--- config.mk ---
export PLATFORM = sky130hd
export DESIGN_NAME = serial_sub4_flat
export DESIGN_NICKNAME = d
export VERILOG_FILES = /design/src/rtl/serial_sub4_pkg.sv /design/src/rtl/serial_sub4_if.sv /design/src/rtl/serial_sub4_fa_cell.sv /design/src/rtl/serial_sub4.sv /design/src/flat_wrapper.sv
export SDC_FILE = /design/constraint.sdc
export NUM_CORES = 1
export LEC_CHECK = 0
export CAP_MARGIN = 20
export CELL_PAD_IN_SITES_DETAIL_PLACEMENT = 1
export CELL_PAD_IN_SITES_GLOBAL_PLACEMENT = 1
export CORE_MARGIN = 3
export CORE_UTILIZATION = 40
export CTS_CLUSTER_DIAMETER = 80
export DETAILED_ROUTE_END_ITERATION = 12
export GPL_ROUTABILITY_DRIVEN = 1
export PLACE_DENSITY_LB_ADDON = 0.1
export SLEW_MARGIN = 40
export SYNTH_ARGS = -nofsm -noshare
export SYNTH_HDL_FRONTEND = slang
export SYNTH_HIERARCHICAL = 1
export SYNTH_SLANG_ARGS = --single-unit
--- constraint.sdc ---
create_clock -name clk -period 2.45 [get_ports clk]
set_clock_uncertainty 0.1 [all_clocks]
set_input_delay 0.3675 -clock clk [delete_from_list [all_inputs] [get_ports clk]]
set_output_delay 0.3675 -clock clk [all_outputs]
set_load 0.03 [all_outputs]
--- src/rtl/serial_sub4_pkg.sv ---
// Shared types and constants for the bit-serial subtractor.
package serial_sub4_pkg;

  typedef enum logic [1:0] {
    ST_IDLE = 2'd0,
    ST_RUN  = 2'd1,
    ST_DONE = 2'd2
  } state_e;

  localparam int SUB_WIDTH = 4;
  localparam int SUB_IDX_W = $clog2(SUB_WIDTH);

endpackage

--- src/rtl/serial_sub4_if.sv ---
// Operand/result handshake bundle for serial_sub4.
interface serial_sub4_if
  import serial_sub4_pkg::*;
#(
  parameter int WIDTH = SUB_WIDTH
);
  logic             in_valid;
  logic             in_ready;
  logic [WIDTH-1:0] a;
  logic [WIDTH-1:0] b;
  logic             out_valid;
  logic             out_ready;
  logic [WIDTH-1:0] d;
  logic             c;
  logic             v;
  logic             z;

  modport master (
    output in_valid, a, b, out_ready,
    input  in_ready, out_valid, d, c, v, z
  );

  modport slave (
    input  in_valid, a, b, out_ready,
    output in_ready, out_valid, d, c, v, z
  );
endinterface

--- src/rtl/serial_sub4_fa_cell.sv ---
// Combinational 1-bit full adder shared by every serial bit step.
module fa_cell (
  input  logic x_i,
  input  logic y_i,
  input  logic ci_i,
  output logic s_o,
  output logic co_o
);
  assign s_o  = x_i ^ y_i ^ ci_i;
  assign co_o = (x_i & y_i) | (x_i & ci_i) | (y_i & ci_i);
endmodule

--- src/rtl/serial_sub4.sv ---
// Bit-serial two's-complement subtractor d = a - b, LSB first, one bit per clock.
// Optional build macro SERIAL_SUB4_SAT_EN saturates d on signed overflow.
module serial_sub4
  import serial_sub4_pkg::*;
#(
  parameter int WIDTH = SUB_WIDTH
) (
  input  logic         clk,
  input  logic         rst_n,
  serial_sub4_if.slave bus
);
  localparam int IW = (WIDTH == SUB_WIDTH) ? SUB_IDX_W : $clog2(WIDTH);
  localparam logic [IW-1:0] LAST_IDX = IW'(WIDTH - 1);

  state_e           state_q, state_d;
  logic [WIDTH-1:0] a_q, a_d, b_q, b_d, d_q, d_d;
  logic [IW-1:0]    idx_q, idx_d;
  logic             carry_q, carry_d;
  logic             c_q, c_d, v_q, v_d, z_q, z_d;
  logic             sum, cout;
  logic [WIDTH-1:0] d_run;

  fa_cell u_fa (
    .x_i  (a_q[0]),
    .y_i  (~b_q[0]),
    .ci_i (carry_q),
    .s_o  (sum),
    .co_o (cout)
  );

  // Sum bits enter at the MSB so the word is aligned after WIDTH steps.
  assign d_run = {sum, d_q[WIDTH-1:1]};

  always_ff @(posedge clk or negedge rst_n) begin
    if (!rst_n) begin
      state_q <= ST_IDLE;
      a_q     <= '0;
      b_q     <= '0;
      d_q     <= '0;
      idx_q   <= '0;
      carry_q <= 1'b0;
      c_q     <= 1'b0;
      v_q     <= 1'b0;
      z_q     <= 1'b0;
    end else begin
      state_q <= state_d;
      a_q     <= a_d;
      b_q     <= b_d;
      d_q     <= d_d;
      idx_q   <= idx_d;
      carry_q <= carry_d;
      c_q     <= c_d;
      v_q     <= v_d;
      z_q     <= z_d;
    end
  end

  always_comb begin
    state_d = state_q;
    a_d     = a_q;
    b_d     = b_q;
    d_d     = d_q;
    idx_d   = idx_q;
    carry_d = carry_q;
    c_d     = c_q;
    v_d     = v_q;
    z_d     = z_q;
    case (state_q)
      ST_IDLE: begin
        if (bus.in_valid) begin
          a_d     = bus.a;
          b_d     = bus.b;
          idx_d   = '0;
          carry_d = 1'b1;
          state_d = ST_RUN;
        end
      end
      ST_RUN: begin
        a_d     = a_q >> 1;
        b_d     = b_q >> 1;
        carry_d = cout;
        d_d     = d_run;
        idx_d   = idx_q + IW'(1);
        if (idx_q == LAST_IDX) begin
          // carry_q here is the carry into the MSB.
          c_d   = cout;
          v_d   = cout ^ carry_q;
`ifdef SERIAL_SUB4_SAT_EN
          if (cout ^ carry_q) begin
            d_d = a_q[0] ? {1'b1, {(WIDTH-1){1'b0}}} : {1'b0, {(WIDTH-1){1'b1}}};
          end
`endif
          z_d     = (d_d == '0);
          idx_d   = '0;
          state_d = ST_DONE;
        end
      end
      ST_DONE: begin
        if (bus.out_ready) state_d = ST_IDLE;
      end
      default: state_d = ST_IDLE;
    endcase
  end

  assign bus.in_ready  = (state_q == ST_IDLE);
  assign bus.out_valid = (state_q == ST_DONE);
  assign bus.d         = d_q;
  assign bus.c         = c_q;
  assign bus.v         = v_q;
  assign bus.z         = z_q;

endmodule

--- src/flat_wrapper.sv ---
// flat-port wrapper written by rule: the top's interface ports become plain ports
module serial_sub4_flat import serial_sub4_pkg::*;
#(
  parameter int WIDTH = SUB_WIDTH
)
  (clk, rst_n, bus_in_valid, bus_a, bus_b, bus_out_ready, bus_in_ready, bus_out_valid, bus_d, bus_c, bus_v, bus_z);
  serial_sub4_if #(.WIDTH(WIDTH)) bus_i ();
  input  logic clk;
  input  logic rst_n;
  input wire logic [$bits(bus_i.in_valid)-1:0] bus_in_valid;
  input wire logic [$bits(bus_i.a)-1:0] bus_a;
  input wire logic [$bits(bus_i.b)-1:0] bus_b;
  input wire logic [$bits(bus_i.out_ready)-1:0] bus_out_ready;
  output wire logic [$bits(bus_i.in_ready)-1:0] bus_in_ready;
  output wire logic [$bits(bus_i.out_valid)-1:0] bus_out_valid;
  output wire logic [$bits(bus_i.d)-1:0] bus_d;
  output wire logic [$bits(bus_i.c)-1:0] bus_c;
  output wire logic [$bits(bus_i.v)-1:0] bus_v;
  output wire logic [$bits(bus_i.z)-1:0] bus_z;
  assign bus_i.in_valid = bus_in_valid;
  assign bus_i.a = bus_a;
  assign bus_i.b = bus_b;
  assign bus_i.out_ready = bus_out_ready;
  assign bus_in_ready = bus_i.in_ready;
  assign bus_out_valid = bus_i.out_valid;
  assign bus_d = bus_i.d;
  assign bus_c = bus_i.c;
  assign bus_v = bus_i.v;
  assign bus_z = bus_i.z;
  serial_sub4 #(.WIDTH(WIDTH)) u_core (.clk(clk), .rst_n(rst_n), .bus(bus_i));
endmodule
==> results.md <==
- Status: complete, no violations
- Data required time of the worst path: 1.98 ns
- Cell types occupying the most area after synthesis: sky130_fd_sc_hd__dfrtp_1 54%, sky130_fd_sc_hd__o22ai_1 6.7%, sky130_fd_sc_hd__mux2_2 4.8%, sky130_fd_sc_hd__o21ai_0 3.8%, sky130_fd_sc_hd__a21oi_1 3.2%
- Pleak: 0.5087 nW
- Buffering stage count on the worst path with inverters included: 1
- Routability Congestion: 0.7573
- Syn Std Cell Area: 932.1 sq um
- Share of post-route cells with drive strength above 1: 15.69%
- Share of synthesized registers carrying an async set or reset: 100.0%
- Remaining antenna violation count after routing: 0
- Final routed DRC violation total: 0
- Antenna violations before repair: 0
- Synth cell count leaders: 20 x sky130_fd_sc_hd__dfrtp_1, 10 x sky130_fd_sc_hd__o22ai_1, 7 x sky130_fd_sc_hd__o21ai_0
- TritonCTS clock tree: done
- # clock sinks: 20
- Worst slew slack as a fraction of its limit: 74.09%
- First-pass GRT wire length: 3.456 mm
- Post-cts hold buffer count: 0
- Cell area after placement: 1144 sq um
- P&R area growth vs syn: 28.46%
- Maximum VDD drop: 0.7159 mV
- Top cell type by total area after synthesis: sky130_fd_sc_hd__dfrtp_1
- Summed area of non-filler cells in the final layout: 1197 sq um
- Maximum number of pins on one net before global-route repair: 21
- Class of the most critical hold timing path: primary input to async pin
- Per-instance average area after synthesis: 11.65 sq um
- Final critical-path required period: 2.261 ns
- Total count of hold-check failures in the final report: 0
- Root Buffer Master: sky130_fd_sc_hd__clkbuf_4
- Number of CTS-inserted buffers: 3
- Endpoint arrival time on the critical path: 1.79 ns
- Share of the clock period used by the worst path after layout: 92.28%
- Setup slack of the worst register-to-register path: 0.73 ns
- Worst R2R Path Depth: 3
- Clock edge transition at the registers on the reported setup and hold paths: 0.12 ns
- Tightest Pin Transition: 0.3887 ns
- Type of the worst setup path: flip-flop to primary output
- Deepest clock path buffer count: 2
- Post-synthesis instance total: 80
- Fillers: 227
- Initial Util: 44.77%
- Unrepaired setup endpoints after global routing: no
- Number of search-and-repair iterations in the first detailed-routing pass: 2
- Highest-delay cell along the critical path: sky130_fd_sc_hd__clkdlybuf4s50_1
- Synthesis-stage register bit count: 20
- Yosys warnings: 6
- Number of top-level design ports: 21
- Number of distinct library cells after synthesis: 23
- Number of flops mapped to enable cells by yosys: 0
- Hpwl dp: 1.539 mm
- Setup crit start kind: flip-flop
- Pwr dens: 1432 nW/um^2
- Sum of negative setup slack: 0 ns
- Remaining global-route overflow: 0
- Peak Freq: 442.3 MHz
- Max Cap Violations: 0
- Vias in the first global route: 748
- Kind of capture point of the worst setup path: primary output
- Total Routed Length: 2.114 mm
- Avg Vias per Cell: 5.512
- DR iter-0 viols: 5
- Total placed cells including tap cells: 125
- Post-synthesis sequential area ratio: 53.69%
- Via count: 711
- Final setup violating endpoints: 0
- Number of buffer cells added on primary ports: 20
- Die area: 2946 sq um
- Clock insertion delay at the later pin of the skew report: 0.30 ns
- Longest individual stage delay on the worst path: 0.71 ns
- H-tree level count: 1
- Placement row count: 16
- Average wire per cell in the routed design: 16.39 um
- Dominant delay contributor by cell family on the critical path: buffers and inverters
- Launch point of the worst reg-to-reg path: u_core/a_q[0]$_DFFE_PN0P_
- Final nets: 117
- Synth Net Count: 94
- Antenna diode count: 0
- Gr usage total: 16.71%
- Horizontal extent of the die: 54.28 um
- Top-area cell type share of the netlist area: 53.69%
- Worst reg2reg endpoint: u_core/bus.z$_DFFE_PN0P_
- Number of cells in the finished layout apart from fillers: 129
- Most common flop cell mapped by yosys: sky130_fd_sc_hd__dfrtp_1
- Die Y-Extent: 54.28 um
- Core Region: 2082 sq um
- Max-slew violation count: 0
- Highest net fanout along the worst path: 9
- CP cell instances: nor2_1, clkdlybuf4s50_1
- Dominant cell by count in the synthesized netlist: sky130_fd_sc_hd__dfrtp_1
[worst reg2reg max path, cell delays in order (launching register included)]
cell,delay [ns]
sky130_fd_sc_hd__dfrtp_1,0.44
sky130_fd_sc_hd__fa_1,0.49
sky130_fd_sc_hd__or4_1,0.47
sky130_fd_sc_hd__o21ai_1,0.14
[worst max-delay path by stage]
stage | cells after the start | endpoint | slack (ns) | start
6_report | 2 | bus_in_ready | 0.19 | u_core/state_q[0]$_DFFE_PN0P_
5_1_grt | 2 | bus_in_ready | 0.08 | u_core/state_q[0]$_DFFE_PN0P_
4_1_cts | 3 | bus_out_valid | 0.11 | u_core/state_q[1]$_DFFE_PN0P_
3_5_place_dp | 3 | bus_out_valid | 0.46 | u_core/state_q[1]$_DFFE_PN0P_
3_3_place_gp | 3 | bus_out_valid | 0.51 | u_core/state_q[1]$_DFFE_PN0P_
2_1_floorplan | 3 | u_core/bus.z$_DFFE_PN0P_ | 0.84 | u_core/a_q[0]$_DFFE_PN0P_
[state kept, by name (all words and copies together), names as in the netlist]
name            cells
u_core/bus.c        1
u_core/bus.d        4
u_core/idx_q        2
u_core/bus.z        1
u_core/state_q      2
u_core/b_q          4
u_core/bus.v        1
u_core/carry_q      1
u_core/a_q          4
[cell families after synthesis]
kind of cell,synth area share (%)
xor gates and xnor gates,0.9398
buffers and inverters,6.040
DFF,53.69
AOI/OAI and AO/OA,18.79
muxes,6.442
adders and majority gates,3.490
and+or+nand+nor,10.61
[timing repair]
action,CTS,global route
endpoints found under the setup margin,0,1
setup buffers,0,0
gates resized for setup,0,1
[layout by cell type, fill, tap and decap left out, types with 2 or more instances in the layout]
cell type and count:
sky130_fd_sc_hd__nand2_1 3, sky130_fd_sc_hd__inv_1 5, sky130_fd_sc_hd__nor2_1 5, sky130_fd_sc_hd__o21ai_0 7, sky130_fd_sc_hd__mux2_2 4, sky130_fd_sc_hd__o22ai_1 10, sky130_fd_sc_hd__a21oi_1 6, sky130_fd_sc_hd__clkdlybuf4s50_1 20
sky130_fd_sc_hd__buf_4 2, sky130_fd_sc_hd__dfrtp_1 19, sky130_fd_sc_hd__nand2b_4 2, sky130_fd_sc_hd__clkbuf_4 3, sky130_fd_sc_hd__o31ai_1 3
[per-layer routing]
metal	vias to the layer above	share of wire [%]	global-route usage [%]	wire length, um
li1	337	-	-	-
met1	359	47	21.14	984
met2	13	50	28.09	1049
met3	2	3.3	2.452	70
met4	0	0.47	7.469	10
met5	-	0	0	0
[through the flow]
step | util (%) | worst slack (ns) | total power, mW | hold slack (ns)
global route | 57.51 | 0.08100 | 1.842 | 0.3065
CTS | 57.45 | 0.1102 | 1.736 | 0.2972
floorplan | - | 0.8400 | 1.214 | -0.02809
global placement | 54.93 | 0.5090 | 1.421 | 0.3617
finish | 57.51 | 0.1892 | 1.715 | 0.2990
detailed placement | 54.93 | 0.4560 | 1.460 | 0.3694
[final cells by class]
cell class | instances | area [sq um] | share of cell area (%)
Clock buffer | 3 | 22.52 | 1.881
Timing Repair Buffer | 22 | 215.2 | 17.97
Sequential cell | 20 | 501.7 | 41.90
Clock inverter | 1 | 30.03 | 2.508
Tap cell | 27 | 33.78 | 2.821
Multi-Input combinational cell | 51 | 375.4 | 31.35
Inverter | 5 | 18.77 | 1.567
[power by group]
part           internal, mW  switching [mW]  total [mW]
clock                 0.165           0.101       0.267
combinational         0.386           0.426       0.812
sequential            0.488           0.149       0.637
Power figures use the tool's default switching activity.
